<file path="src/rtl/vga_pkg.sv">
// Shared VGA constants: standard timing sets, colour widths and the sync bundle
// that travels through the fetch-latency delay line.
package vga_pkg;

    localparam int RGB_W = 4;
    localparam int PIX_W = 3 * RGB_W;

    // 800x600@60, 40 MHz pixel clock
    localparam int SVGA_H_VISIBLE = 800;
    localparam int SVGA_H_FRONT   = 40;
    localparam int SVGA_H_SYNC    = 128;
    localparam int SVGA_H_BACK    = 88;
    localparam int SVGA_V_VISIBLE = 600;
    localparam int SVGA_V_FRONT   = 1;
    localparam int SVGA_V_SYNC    = 4;
    localparam int SVGA_V_BACK    = 23;
    localparam int SVGA_HSYNC_POL = 1;
    localparam int SVGA_VSYNC_POL = 1;

    // 640x480@60, 25.175 MHz pixel clock
    localparam int VGA_H_VISIBLE = 640;
    localparam int VGA_H_FRONT   = 16;
    localparam int VGA_H_SYNC    = 96;
    localparam int VGA_H_BACK    = 48;
    localparam int VGA_V_VISIBLE = 480;
    localparam int VGA_V_FRONT   = 10;
    localparam int VGA_V_SYNC    = 2;
    localparam int VGA_V_BACK    = 33;
    localparam int VGA_HSYNC_POL = 0;
    localparam int VGA_VSYNC_POL = 0;

    typedef struct packed {
        logic vis;
        logic hs;
        logic vs;
    } sync_t;

    function automatic int span_total(input int vis, input int front, input int sync, input int back);
        return vis + front + sync + back;
    endfunction

endpackage

</file>
<file path="src/rtl/vga_delay_line.sv">
// Enable-gated shift register used to align sync/blank with the pixel-fetch
// pipeline. DEPTH==0 degenerates to a plain wire.
module vga_delay_line #(
    parameter int W     = 3,
    parameter int DEPTH = 0
) (
    input  logic         clk,
    input  logic         reset,
    input  logic         i_en,
    input  logic [W-1:0] i_d,
    output logic [W-1:0] o_q
);

    generate
        if (DEPTH == 0) begin : g_wire
            logic w_unused;
            assign w_unused = clk ^ reset ^ i_en;
            assign o_q      = i_d;
        end else begin : g_shift
            logic [W-1:0] r_sr [DEPTH];

            // NOTE: every stage is reset so the first PIPE_DELAY output pixels are blank, not garbage.
            always_ff @(posedge clk or posedge reset) begin
                if (reset) begin
                    for (int i = 0; i < DEPTH; i++) r_sr[i] <= '0;
                end else if (i_en) begin
                    r_sr[0] <= i_d;
                    for (int i = 1; i < DEPTH; i++) r_sr[i] <= r_sr[i-1];
                end
            end

            assign o_q = r_sr[DEPTH-1];
        end
    endgenerate

endmodule

</file>
<file path="src/rtl/vga_timing_gen.sv">
// VGA timing generator: pixel-tick divider, h/v counters, sync/blank decode
// delayed to match the fetch pipeline, and a registered RGB output stage.
module vga_timing_gen
    import vga_pkg::*;
#(
    parameter int CLK_DIV    = 6,
    parameter int H_VISIBLE  = SVGA_H_VISIBLE,
    parameter int H_FRONT    = SVGA_H_FRONT,
    parameter int H_SYNC     = SVGA_H_SYNC,
    parameter int H_BACK     = SVGA_H_BACK,
    parameter int V_VISIBLE  = SVGA_V_VISIBLE,
    parameter int V_FRONT    = SVGA_V_FRONT,
    parameter int V_SYNC     = SVGA_V_SYNC,
    parameter int V_BACK     = SVGA_V_BACK,
    parameter int HSYNC_POL  = SVGA_HSYNC_POL,
    parameter int VSYNC_POL  = SVGA_VSYNC_POL,
    parameter int CNT_W      = 11,
    parameter int PIPE_DELAY = 0
) (
    input  logic             clk,
    input  logic             reset,
    output logic             pix_tick,
    output logic [CNT_W-1:0] hcount,
    output logic [CNT_W-1:0] vcount,
    output logic             line_start,
    output logic             frame_start,
    input  logic [PIX_W-1:0] pixel_in,
    output logic             hsync,
    output logic             vsync,
    output logic             active,
    output logic [RGB_W-1:0] red,
    output logic [RGB_W-1:0] green,
    output logic [RGB_W-1:0] blue
);

    localparam int H_TOTAL = span_total(H_VISIBLE, H_FRONT, H_SYNC, H_BACK);
    localparam int V_TOTAL = span_total(V_VISIBLE, V_FRONT, V_SYNC, V_BACK);
    localparam int DIV_W   = (CLK_DIV > 1) ? $clog2(CLK_DIV) : 1;
    localparam int EW      = CNT_W + 1;

    localparam logic [DIV_W-1:0] DIV_LAST = DIV_W'(CLK_DIV - 1);
    localparam logic [CNT_W-1:0] H_LAST   = CNT_W'(H_TOTAL - 1);
    localparam logic [CNT_W-1:0] V_LAST   = CNT_W'(V_TOTAL - 1);
    localparam logic [EW-1:0]    H_VIS_E  = EW'(H_VISIBLE);
    localparam logic [EW-1:0]    V_VIS_E  = EW'(V_VISIBLE);
    localparam logic [EW-1:0]    HS_BEG   = EW'(H_VISIBLE + H_FRONT);
    localparam logic [EW-1:0]    HS_END   = EW'(H_VISIBLE + H_FRONT + H_SYNC);
    localparam logic [EW-1:0]    VS_BEG   = EW'(V_VISIBLE + V_FRONT);
    localparam logic [EW-1:0]    VS_END   = EW'(V_VISIBLE + V_FRONT + V_SYNC);
    localparam logic             HS_ACT   = (HSYNC_POL != 0);
    localparam logic             VS_ACT   = (VSYNC_POL != 0);

    generate
        if (CLK_DIV < 1) begin : g_bad_div
            $error("CLK_DIV must be >= 1");
        end
        if (H_VISIBLE <= 0 || H_FRONT <= 0 || H_SYNC <= 0 || H_BACK <= 0 ||
            V_VISIBLE <= 0 || V_FRONT <= 0 || V_SYNC <= 0 || V_BACK <= 0) begin : g_bad_span
            $error("all visible/porch/sync spans must be > 0");
        end
        if (H_TOTAL > 2**CNT_W || V_TOTAL > 2**CNT_W) begin : g_bad_width
            $error("H_TOTAL/V_TOTAL do not fit in CNT_W bits");
        end
        if (PIPE_DELAY < 0 || PIPE_DELAY > 15) begin : g_bad_delay
            $error("PIPE_DELAY must be in 0..15");
        end
    endgenerate

    logic [DIV_W-1:0] r_div;
    logic             r_pix_tick;
    logic [CNT_W-1:0] r_hcount;
    logic [CNT_W-1:0] r_vcount;
    logic             r_active;
    logic             r_hsync;
    logic             r_vsync;
    logic [PIX_W-1:0] r_rgb;
    logic [EW-1:0]    w_h_ext;
    logic [EW-1:0]    w_v_ext;
    sync_t            w_sync_in;
    sync_t            w_sync_d;

    // NOTE: state registers use non-blocking assignments so every flop samples pre-edge values.
    always_ff @(posedge clk or posedge reset) begin
        if (reset) begin
            r_div      <= '0;
            r_pix_tick <= 1'b0;
        end else begin
            r_pix_tick <= (r_div == DIV_LAST);
            r_div      <= (r_div == DIV_LAST) ? '0 : r_div + 1'b1;
        end
    end

    always_ff @(posedge clk or posedge reset) begin
        if (reset) begin
            r_hcount <= '0;
            r_vcount <= '0;
        end else if (r_pix_tick) begin
            if (r_hcount == H_LAST) begin
                r_hcount <= '0;
                r_vcount <= (r_vcount == V_LAST) ? '0 : r_vcount + 1'b1;
            end else begin
                r_hcount <= r_hcount + 1'b1;
            end
        end
    end

    // One extra bit keeps the end-of-sync compares from wrapping when a total hits 2**CNT_W.
    assign w_h_ext       = {1'b0, r_hcount};
    assign w_v_ext       = {1'b0, r_vcount};
    assign w_sync_in.vis = (w_h_ext < H_VIS_E) && (w_v_ext < V_VIS_E);
    assign w_sync_in.hs  = (w_h_ext >= HS_BEG) && (w_h_ext < HS_END);
    assign w_sync_in.vs  = (w_v_ext >= VS_BEG) && (w_v_ext < VS_END);

    vga_delay_line #(
        .W     (3),
        .DEPTH (PIPE_DELAY)
    ) u_delay (
        .clk   (clk),
        .reset (reset),
        .i_en  (r_pix_tick),
        .i_d   (w_sync_in),
        .o_q   (w_sync_d)
    );

    always_ff @(posedge clk or posedge reset) begin
        if (reset) begin
            r_active <= 1'b0;
            r_hsync  <= ~HS_ACT;
            r_vsync  <= ~VS_ACT;
            r_rgb    <= '0;
        end else if (r_pix_tick) begin
            r_active <= w_sync_d.vis;
            r_hsync  <= w_sync_d.hs ^ ~HS_ACT;
            r_vsync  <= w_sync_d.vs ^ ~VS_ACT;
            r_rgb    <= w_sync_d.vis ? pixel_in : '0;
        end
    end

    assign pix_tick    = r_pix_tick;
    assign hcount      = r_hcount;
    assign vcount      = r_vcount;
    assign line_start  = r_pix_tick && (r_hcount == '0);
    assign frame_start = r_pix_tick && (r_hcount == '0) && (r_vcount == '0);
    assign hsync       = r_hsync;
    assign vsync       = r_vsync;
    assign active      = r_active;
    assign red         = r_rgb[2*RGB_W +: RGB_W];
    assign green       = r_rgb[RGB_W +: RGB_W];
    assign blue        = r_rgb[0 +: RGB_W];

endmodule

</file>
<file path="config.mk">
export PLATFORM = sky130hd
export DESIGN_NAME = vga_timing_gen
export DESIGN_NICKNAME = d
export VERILOG_FILES = /design/src/rtl/vga_pkg.sv /design/src/rtl/vga_delay_line.sv /design/src/rtl/vga_timing_gen.sv
export SDC_FILE = /design/constraint.sdc
export NUM_CORES = 1
export LEC_CHECK = 0
export ABC_AREA = 1
export CORE_ASPECT_RATIO = 0.7
export CORE_MARGIN = 2
export CORE_UTILIZATION = 45
export DETAILED_ROUTE_END_ITERATION = 6
export PLACE_DENSITY = 0.73
export SLEW_MARGIN = 30
export SYNTH_ARGS = -nofsm -noshare
export SYNTH_HDL_FRONTEND = slang
export SYNTH_SLANG_ARGS = --single-unit
</file>
<file path="constraint.sdc">
create_clock -name clk -period 4.4 [get_ports clk]
set_clock_uncertainty 0.1 [all_clocks]
set_input_delay 0.88 -clock clk [delete_from_list [all_inputs] [get_ports clk]]
set_output_delay 0.88 -clock clk [all_outputs]
set_load 0.05 [all_outputs]
</file>
# After elaboration in Yosys (flattened, before gate mapping)
# Index checks and enable logic that the tools add are counted.
[word_totals]
ram_bits = 0
in_bits = 14
wordCells = 32
latchBits = 0
output_inout_bits = 40
mem_count = 0
regBits = 41
romBits = 0
[op_classes]
div_mod_pow = 0
magnitude_cmp = 6
mul = 0
n_eq_ne = 3
muxes = 4
n_shift = 0
n_addsub = 3
bitwise = 0
reduce_logical = 8
[op_table]
columns = ["op", "count"]
rows = [
  ["$lt 11x10->1 const B", 4],
  ["$add 11x1->11 const B", 2],
  ["$ge 11x10->1 const B", 2],
  ["$logic_not 11->1", 2],
  ["$mux 11", 2],
  ["$mux 12", 1],
  ["$eq 11x10->1 const B", 1],
  ["$eq 11x11->1 const B", 1],
  ["$logic_and 1x1->1", 5],
  ["$add 3x1->3 const B", 1],
  ["$eq 3x3->1 const B", 1],
  ["$mux 3", 1],
  ["$reduce_and 2->1", 1],
]

# Logic depth before layout (Yosys ltp)
# Gate-level depths: netlist (run 1).
[depth]
word_depth = 3
depth_mapped = 10
mapped_depth_nobuf = 9

# By module
# Synthesis (run 1) repeated with hierarchy kept, for this count alone.
[unflattened]
cells_unflattened = 301
hier_area_um2 = 2245.9
[by_module_without_submodules]
columns = ["mod", "cells_each", "area_per_inst_um2", "instances", "seq_area_each_um2"]
rows = [
  ["vga_timing_gen", 298, 2223.4, 1, 1026.0],
  ["vga_delay_line", 3, 22.5, 1, 0.0],
]

# Least setup slack after synthesis (run 1)
# No wires, ideal clock.
[synth_path]
path_kind = "register to output"
from = "reg r_pix_tick, in the netlist pix_tick"
to = "out frame_start"
setup_slack_ns = 1.499
stages_incl_launch_ff = 7
required_ns = 3.420
n_path_buf = 1
arrival_ns = 1.921
cell_sequence = "dfrtp_1 buf_6 inv_6 nor2_1 and3_1 nand3_1 nor2_1"
[synth_between]
elab_chain_len = 2
[synth_lines]
columns = ["item", "line_no", "text"]
rows = [
  ["start, declared", "vga_timing_gen.sv:70", "logic r_pix_tick;"],
  ["start signal, assigned", "vga_timing_gen.sv:88", "r_pix_tick <= (r_div == DIV_LAST);"],
  ["$logic_and 1x1->1 (2 in series)", "vga_timing_gen.sv:143", "assign frame_start = r_pix_tick && (r_hcount == '0) && (r_vcount == '0);"],
  ["end, declared", "vga_timing_gen.sv:26", "output logic frame_start,"],
]
# No other way between the ends.

# Worst setup path after layout (run 1)
# Same ends and word-level chain as after synthesis.

==> results of run 1 <==
path summary, 6_finish.rpt:
| check | start | end | slack [ns] |
|---|---|---|---|
| worst max register to register | pix_tick | r_rgb[5] | 2.46 |
| max in group asynchronous | reset | hcount[0] | 2.93 |
| worst min register to register | r_div[1] | pix_tick | 0.35 |
| min in group asynchronous | reset | r_rgb[8] | 0.92 |
| worst min-delay path | r_div[1] | pix_tick | 0.35 |
| worst max-delay path | pix_tick | frame_start | 0.88 |
power groups by stage:
stage	registers (mW)	logic [mW]	clock network (mW)
6_report	0.385	0.0563	0.236
5_1_grt	0.386	0.0606	0.263
4_1_cts	0.385	0.0575	0.245
3_5_place_dp	0.392	0.0575	0
3_3_place_gp	0.392	0.0574	0
2_1_floorplan	0.412	0.00987	0
per-stage QoR:
step           utilization  hold slack [ns]  cells
2_1_floorplan            -            0.324    297
3_3_place_gp         0.588            0.344    411
3_5_place_dp         0.588            0.341    411
4_1_cts              0.605            0.355    419
5_1_grt              0.605            0.387    419
6_report             0.605            0.352    419
layer usage:
layer | part of all wire | global-route usage | vias up
met5 | 0 | 0 | -
met4 | 0.0083 | 0.0404 | 0
met3 | 0.066 | 0.0519 | 4
met2 | 0.43 | 0.269 | 70
met1 | 0.50 | 0.298 | 993
li1 | - | - | 1036
synth_stat cells, drive strengths merged:
cell / instances
dfrtp: 41
inv: 33
nor3b: 1
and3: 1
nor4: 1
o21a: 1
nand4: 6
a21oi: 4
nand2: 105
ha: 5
buf: 8
clkbuf: 1
nand3: 30
xor2: 5
o21ai: 15
nand3b: 1
nor2: 34
xnor2: 2
nor3: 3
critical path, stage by stage (launching register included):
cell and delay, ns:
sky130_fd_sc_hd__dfrtp_1 0.68, sky130_fd_sc_hd__inv_6 0.17, sky130_fd_sc_hd__nor2_1 0.15, sky130_fd_sc_hd__and3_1 0.16, sky130_fd_sc_hd__nand3_1 0.11, sky130_fd_sc_hd__nor2_1 0.17
sky130_fd_sc_hd__clkdlybuf4s50_1 0.82
flip-flops by register name, summed over array words and instances (netlist names):
name      flops
vsync         1
vcount       11
hcount       11
r_rgb        12
active        1
pix_tick      1
r_div         3
hsync         1
layout make-up:
cell class | instances | area, um2 | share of cell area
Multi-Input combinational cell | 214 | 1090 | 0.370
Sequential cell | 41 | 1030 | 0.347
Timing Repair Buffer | 54 | 538 | 0.182
Inverter | 33 | 129 | 0.0436
Tap cell | 69 | 86.3 | 0.0292
Clock buffer | 6 | 72.6 | 0.0245
Clock inverter | 2 | 10.0 | 0.00339
kinds of logic (layout without fill, tap and decap cells):
kind of cell | Yosys count | count (layout) | synth area share
and+or+nand+nor | 182 | 182 | 0.368
AOI/OAI and AO/OA | 20 | 20 | 0.0489
adders and majority gates | 5 | 5 | 0.0269
xor gates and xnor gates | 7 | 7 | 0.0263
buffers and inverters | 42 | 95 | 0.0887
DFF | 41 | 41 | 0.441
==> impl_metrics.yaml, run 1 <==
clock_tree:
  cts_root_buffer: "sky130_fd_sc_hd__clkbuf_8"
  cts-resized-gates: 0
  clock_latency_ns: 0.29
  cts.reportedPaths.clkPinSlew_ns: 0.08
  cts_post_setup_buffers_inserted: 0
  cts_sinks: 41
  htree_levels: 2
  cts_tree: "built"
  postCtsHoldBufs: 0
  max-clock-path-buffers: 2
  cts-buffers-inserted: 5
logic_synthesis:
  netlist.area_leader.share: 0.441
  seq_area_frac_synth: 0.441
  synthDistinctLibCells: 33
  synth.largest_area_cell: "sky130_fd_sc_hd__dfrtp_1"
  synth_area_per_cell_um2: 7.84
  yosys_warnings: 0
  mappedNetlistArea_um2: 2330
  synth-seq-cells: 41
  synthesis.nets: 316
  synth_cells: 297
  ranking_of_synthesized_cells_by_area: "sky130_fd_sc_hd__dfrtp_1 44%, sky130_fd_sc_hd__nand2_1 15%, sky130_fd_sc_hd__nand3_1 6.2%"
routing:
  detail_route.iter0.violations: 158
  avgRoutedWirePerCell_um: 12.7
  detailedRoute.firstPassIterationCount: 5
  drt_drc_violations_left: 0
  vias_per_cell: 5.02
  postRouteAntennaNets: 0
  detail_route.wirelength_um: 5320
  dr_total_vias: 2103
place:
  postPlaceCellArea_um2: 2870
  preCtsSetupSlack_ns: 1.22
  gp_congestion: 0.911
  io_buffers: 53
  place_hpwl_um: 3910
power:
  power.combinational.fraction: 0.083
  max-vdd-ir-drop_mv: 0.170
  sequentialPowerShare: 0.568
  switching_portion_of_total_power: 0.241
  power.total_mw: 0.678
  power-per-cell-area_nw_per_um2: 229
  internal_power_mw: 0.514
  power.leakage_nw: 1.39
  pwr-share-clk: 0.349
  switching_power_mw: 0.163
floorplan:
  core_area_um2: 4890
  die_w_um: 90.0
  initial_core_utilization: 0.476
  floorplan.die_area_um2: 5770
  fp-row-count: 21
  fp.dieH_um: 64.2
  io_count: 54
cells_and_area:
  final.fill_count: 449
  antenna-diode-count: 0
  mostFrequentLayoutCell: "sky130_fd_sc_hd__nand2_1"
  commonest_cells_after_routing_fill_and_taps_aside: "96 x sky130_fd_sc_hd__nand2_1, 53 x sky130_fd_sc_hd__clkdlybuf4s50_1, 41 x sky130_fd_sc_hd__dfrtp_1"
  layout_cell_share_with_drive_strength_beyond_1: 0.103
  nets: 368
  layout-area-overhead-vs-synth_pct: 27.0
  finalInstanceArea_um2: 2960
sta:
  drv_slew: 0
  tightest_slew_ns: 0.548
  setup-tns-final_ns: 0
  timing.final.setup_violations: 0
  max-slew-margin-rel: 0.634
  setup_repair_after_global_routing_missed_its_margin: "no"
  fin_crit_period_ns: 3.52
  postLayoutSetupSlackWorst_ns: 0.880
  period_share: 0.800
  hold_violations: 0
  fmax_mhz: 284
min_path:
  timing.hold.worst.class: "reg -> reg"
  depth_of_the_worst_hold_timing_path: 1
global_route:
  wire_length_of_the_first_global_routing_pass_um: 8780
  grt.overflow.total: 0
  total_global_routing_track_utilization: 0.193
  grt_start_max_net_pins: 42
  grt_antenna_before_repair: 0
  first_global_vias: 1810
worst_setup_path:
  worstSetupStartpointType: "flop"
  worstRegToRegCells: 6
  criticalPathCategory: "reg -> out"
  worst-endpoint-arrival_ns: 2.54
  timing.critical_path.to_type: "output port"
  worst-endpoint-required_ns: 3.42
  cp_max_fo: 19
flow_run:
  cap_violations: 0
status:
  status: "finished clean"
(Power assumes the default switching activity.)
==> run 2: changes to the inputs <==
PLACE_DENSITY = 0.76   (was 0.73)
clock period = 2.9 ns   (was 4.4 ns; I/O delays follow)
==> impl_metrics.yaml, run 2 (same netlist as run 1, synthesis figures left out) <==
cells_and_area:
  final_cells: 420
  mostFrequentLayoutCell: "sky130_fd_sc_hd__nand2_1"
  layout_cell_share_with_drive_strength_beyond_1: 0.111
  finalInstanceArea_um2: 3020
  nets: 369
  final.fill_count: 458
  top_register: "r_rgb"
  antenna-diode-count: 0
  final_core_utilization: 0.618
  max_reg_flops: 12
  commonest_cells_after_routing_fill_and_taps_aside: "96 x sky130_fd_sc_hd__nand2_1, 51 x sky130_fd_sc_hd__clkdlybuf4s50_1, 41 x sky130_fd_sc_hd__dfrtp_1"
  layout-area-overhead-vs-synth_pct: 29.7
global_route:
  total_global_routing_track_utilization: 0.205
  grt_start_max_net_pins: 42
  first_global_vias: 1949
  wire_length_of_the_first_global_routing_pass_um: 9380
  grt.overflow.total: 0
  grt_antenna_before_repair: 0
sta:
  drv_slew: 0
  hold_violations: 0
  fmax_mhz: 416
  finalHoldWorstSlack_ns: 0.365
  setup_repair_after_global_routing_missed_its_margin: "no"
  postLayoutSetupSlackWorst_ns: 0.498
  timing.final.setup_violations: 0
  max-slew-margin-rel: 0.651
  tightest_slew_ns: 0.522
  period_share: 0.828
  fin_crit_period_ns: 2.40
  setup-tns-final_ns: 0
floorplan:
  initial_core_utilization: 0.476
  fp-row-count: 21
  fp.dieH_um: 64.2
  io_count: 54
  floorplan.die_area_um2: 5770
  core_area_um2: 4890
  die_w_um: 90.0
place:
  postPlaceCellArea_um2: 2900
  io_buffers: 53
  gp_congestion: 0.979
  placedCellCount: 412
  preCtsSetupSlack_ns: 0.811
  place_hpwl_um: 4070
worst_setup_path:
  cp_cell_sequence: "inv_2 -> nand2_1 -> nor2_2 -> nand3_1 -> nor2_1 -> buf_12"
  ff2ff_setup_slack_ns: 1.07
  cp_max_fo: 6
  worstRegToRegCells: 5
  critical_path.reg2reg.endpoint: "vcount[0]"
  cp_num_buf_inv: 2
  rr_startpoint: "vcount[0]"
  criticalPathCategory: "reg -> out"
  worst-endpoint-required_ns: 2.22
  worst-endpoint-arrival_ns: 1.72
  critical_path.max_stage_delay_ns: 0.46
  timing.critical_path.to_type: "output port"
  crit_slowest_cell: "sky130_fd_sc_hd__dfrtp_1"
  critical_path.top_delay_family: "simple AND/OR/NAND/NOR gates"
  worstSetupStartpointType: "flop"
routing:
  vias_per_cell: 4.91
  detail_route.wirelength_um: 5530
  met2WireLength_um: 2410
  postRouteAntennaNets: 0
  wl_met3_um: 335
  avgRoutedWirePerCell_um: 13.2
  detail_route.iter0.violations: 101
  maxUsedRoutingLayer: "met4"
  drt_drc_violations_left: 0
  route.layer.met1.wl_um: 2730
  dr_total_vias: 2062
  detailedRoute.firstPassIterationCount: 4
min_path:
  startpoint_of_the_lowest_slack_hold_path: "r_div[1]"
  depth_of_the_worst_hold_timing_path: 1
  hold_path_end: "pix_tick"
  timing.hold.worst.class: "reg -> reg"
status:
  status: "finished clean"
clock_tree:
  cts-resized-gates: 0
  max-clock-path-buffers: 2
  clock_latency_ns: 0.29
  cts_sinks: 41
  cts_root_buffer: "sky130_fd_sc_hd__clkbuf_8"
  cts-buffers-inserted: 5
  htree_levels: 2
  postCtsHoldBufs: 0
  cts_post_setup_buffers_inserted: 0
  cts_tree: "built"
  cts.reportedPaths.clkPinSlew_ns: 0.08
power:
  power.combinational.fraction: 0.075
  sequentialPowerShare: 0.511
  max-vdd-ir-drop_mv: 0.212
  power.total_mw: 1.14
  switching_portion_of_total_power: 0.219
  power.leakage_nw: 1.42
  power-per-cell-area_nw_per_um2: 379
  internal_power_mw: 0.894
  switching_power_mw: 0.251
  pwr-share-clk: 0.415
flow_run:
  cap_violations: 0
## run 2: how the worst max path moves through the flow
stage	cells after the start	start	to	slack (ns)
floorplan	6	pix_tick	frame_start	0.30
global placement	1	vcount[0]	vcount[0]	0.84
detailed placement	6	hcount[5]	frame_start	0.81
CTS	6	hcount[5]	frame_start	0.47
global route	6	hcount[6]	frame_start	0.37
finish	6	hcount[5]	frame_start	0.50
## run 2: worst register-to-register path: stages (launching register included)
cell	delay, ns
sky130_fd_sc_hd__dfrtp_1	0.54
sky130_fd_sc_hd__ha_1	0.37
sky130_fd_sc_hd__nand3_1	0.11
sky130_fd_sc_hd__nand3b_1	0.33
sky130_fd_sc_hd__nand2_2	0.20
sky130_fd_sc_hd__o21ai_2	0.06
## run 2: power by group through the flow
stage               clock network (mW)  logic, mW  registers [mW]
detailed placement                   0     0.0873           0.596
global route                     0.510     0.0923           0.586
global placement                     0     0.0865           0.595
floorplan                            0     0.0150           0.626
CTS                              0.488     0.0875           0.584
finish                           0.475     0.0856           0.585
## run 2: layer usage
metal	GRT usage	vias to the layer above
met5	0	-
met4	0.0673	0
met3	0.0425	4
met2	0.307	69
met1	0.297	948
li1	-	1041
## run 2: layout make-up
| class | instances | area [um2] | area share |
|---|---|---|---|
| tap | 69 | 86.3 | 0.0286 |
| timing repair buffer | 55 | 566 | 0.187 |
| multi-input combinational | 214 | 1090 | 0.363 |
| inverter | 33 | 129 | 0.0427 |
| clock inverter | 1 | 30.0 | 0.00995 |
| sequential | 41 | 1030 | 0.340 |
| clock buffer | 7 | 86.3 | 0.0286 |
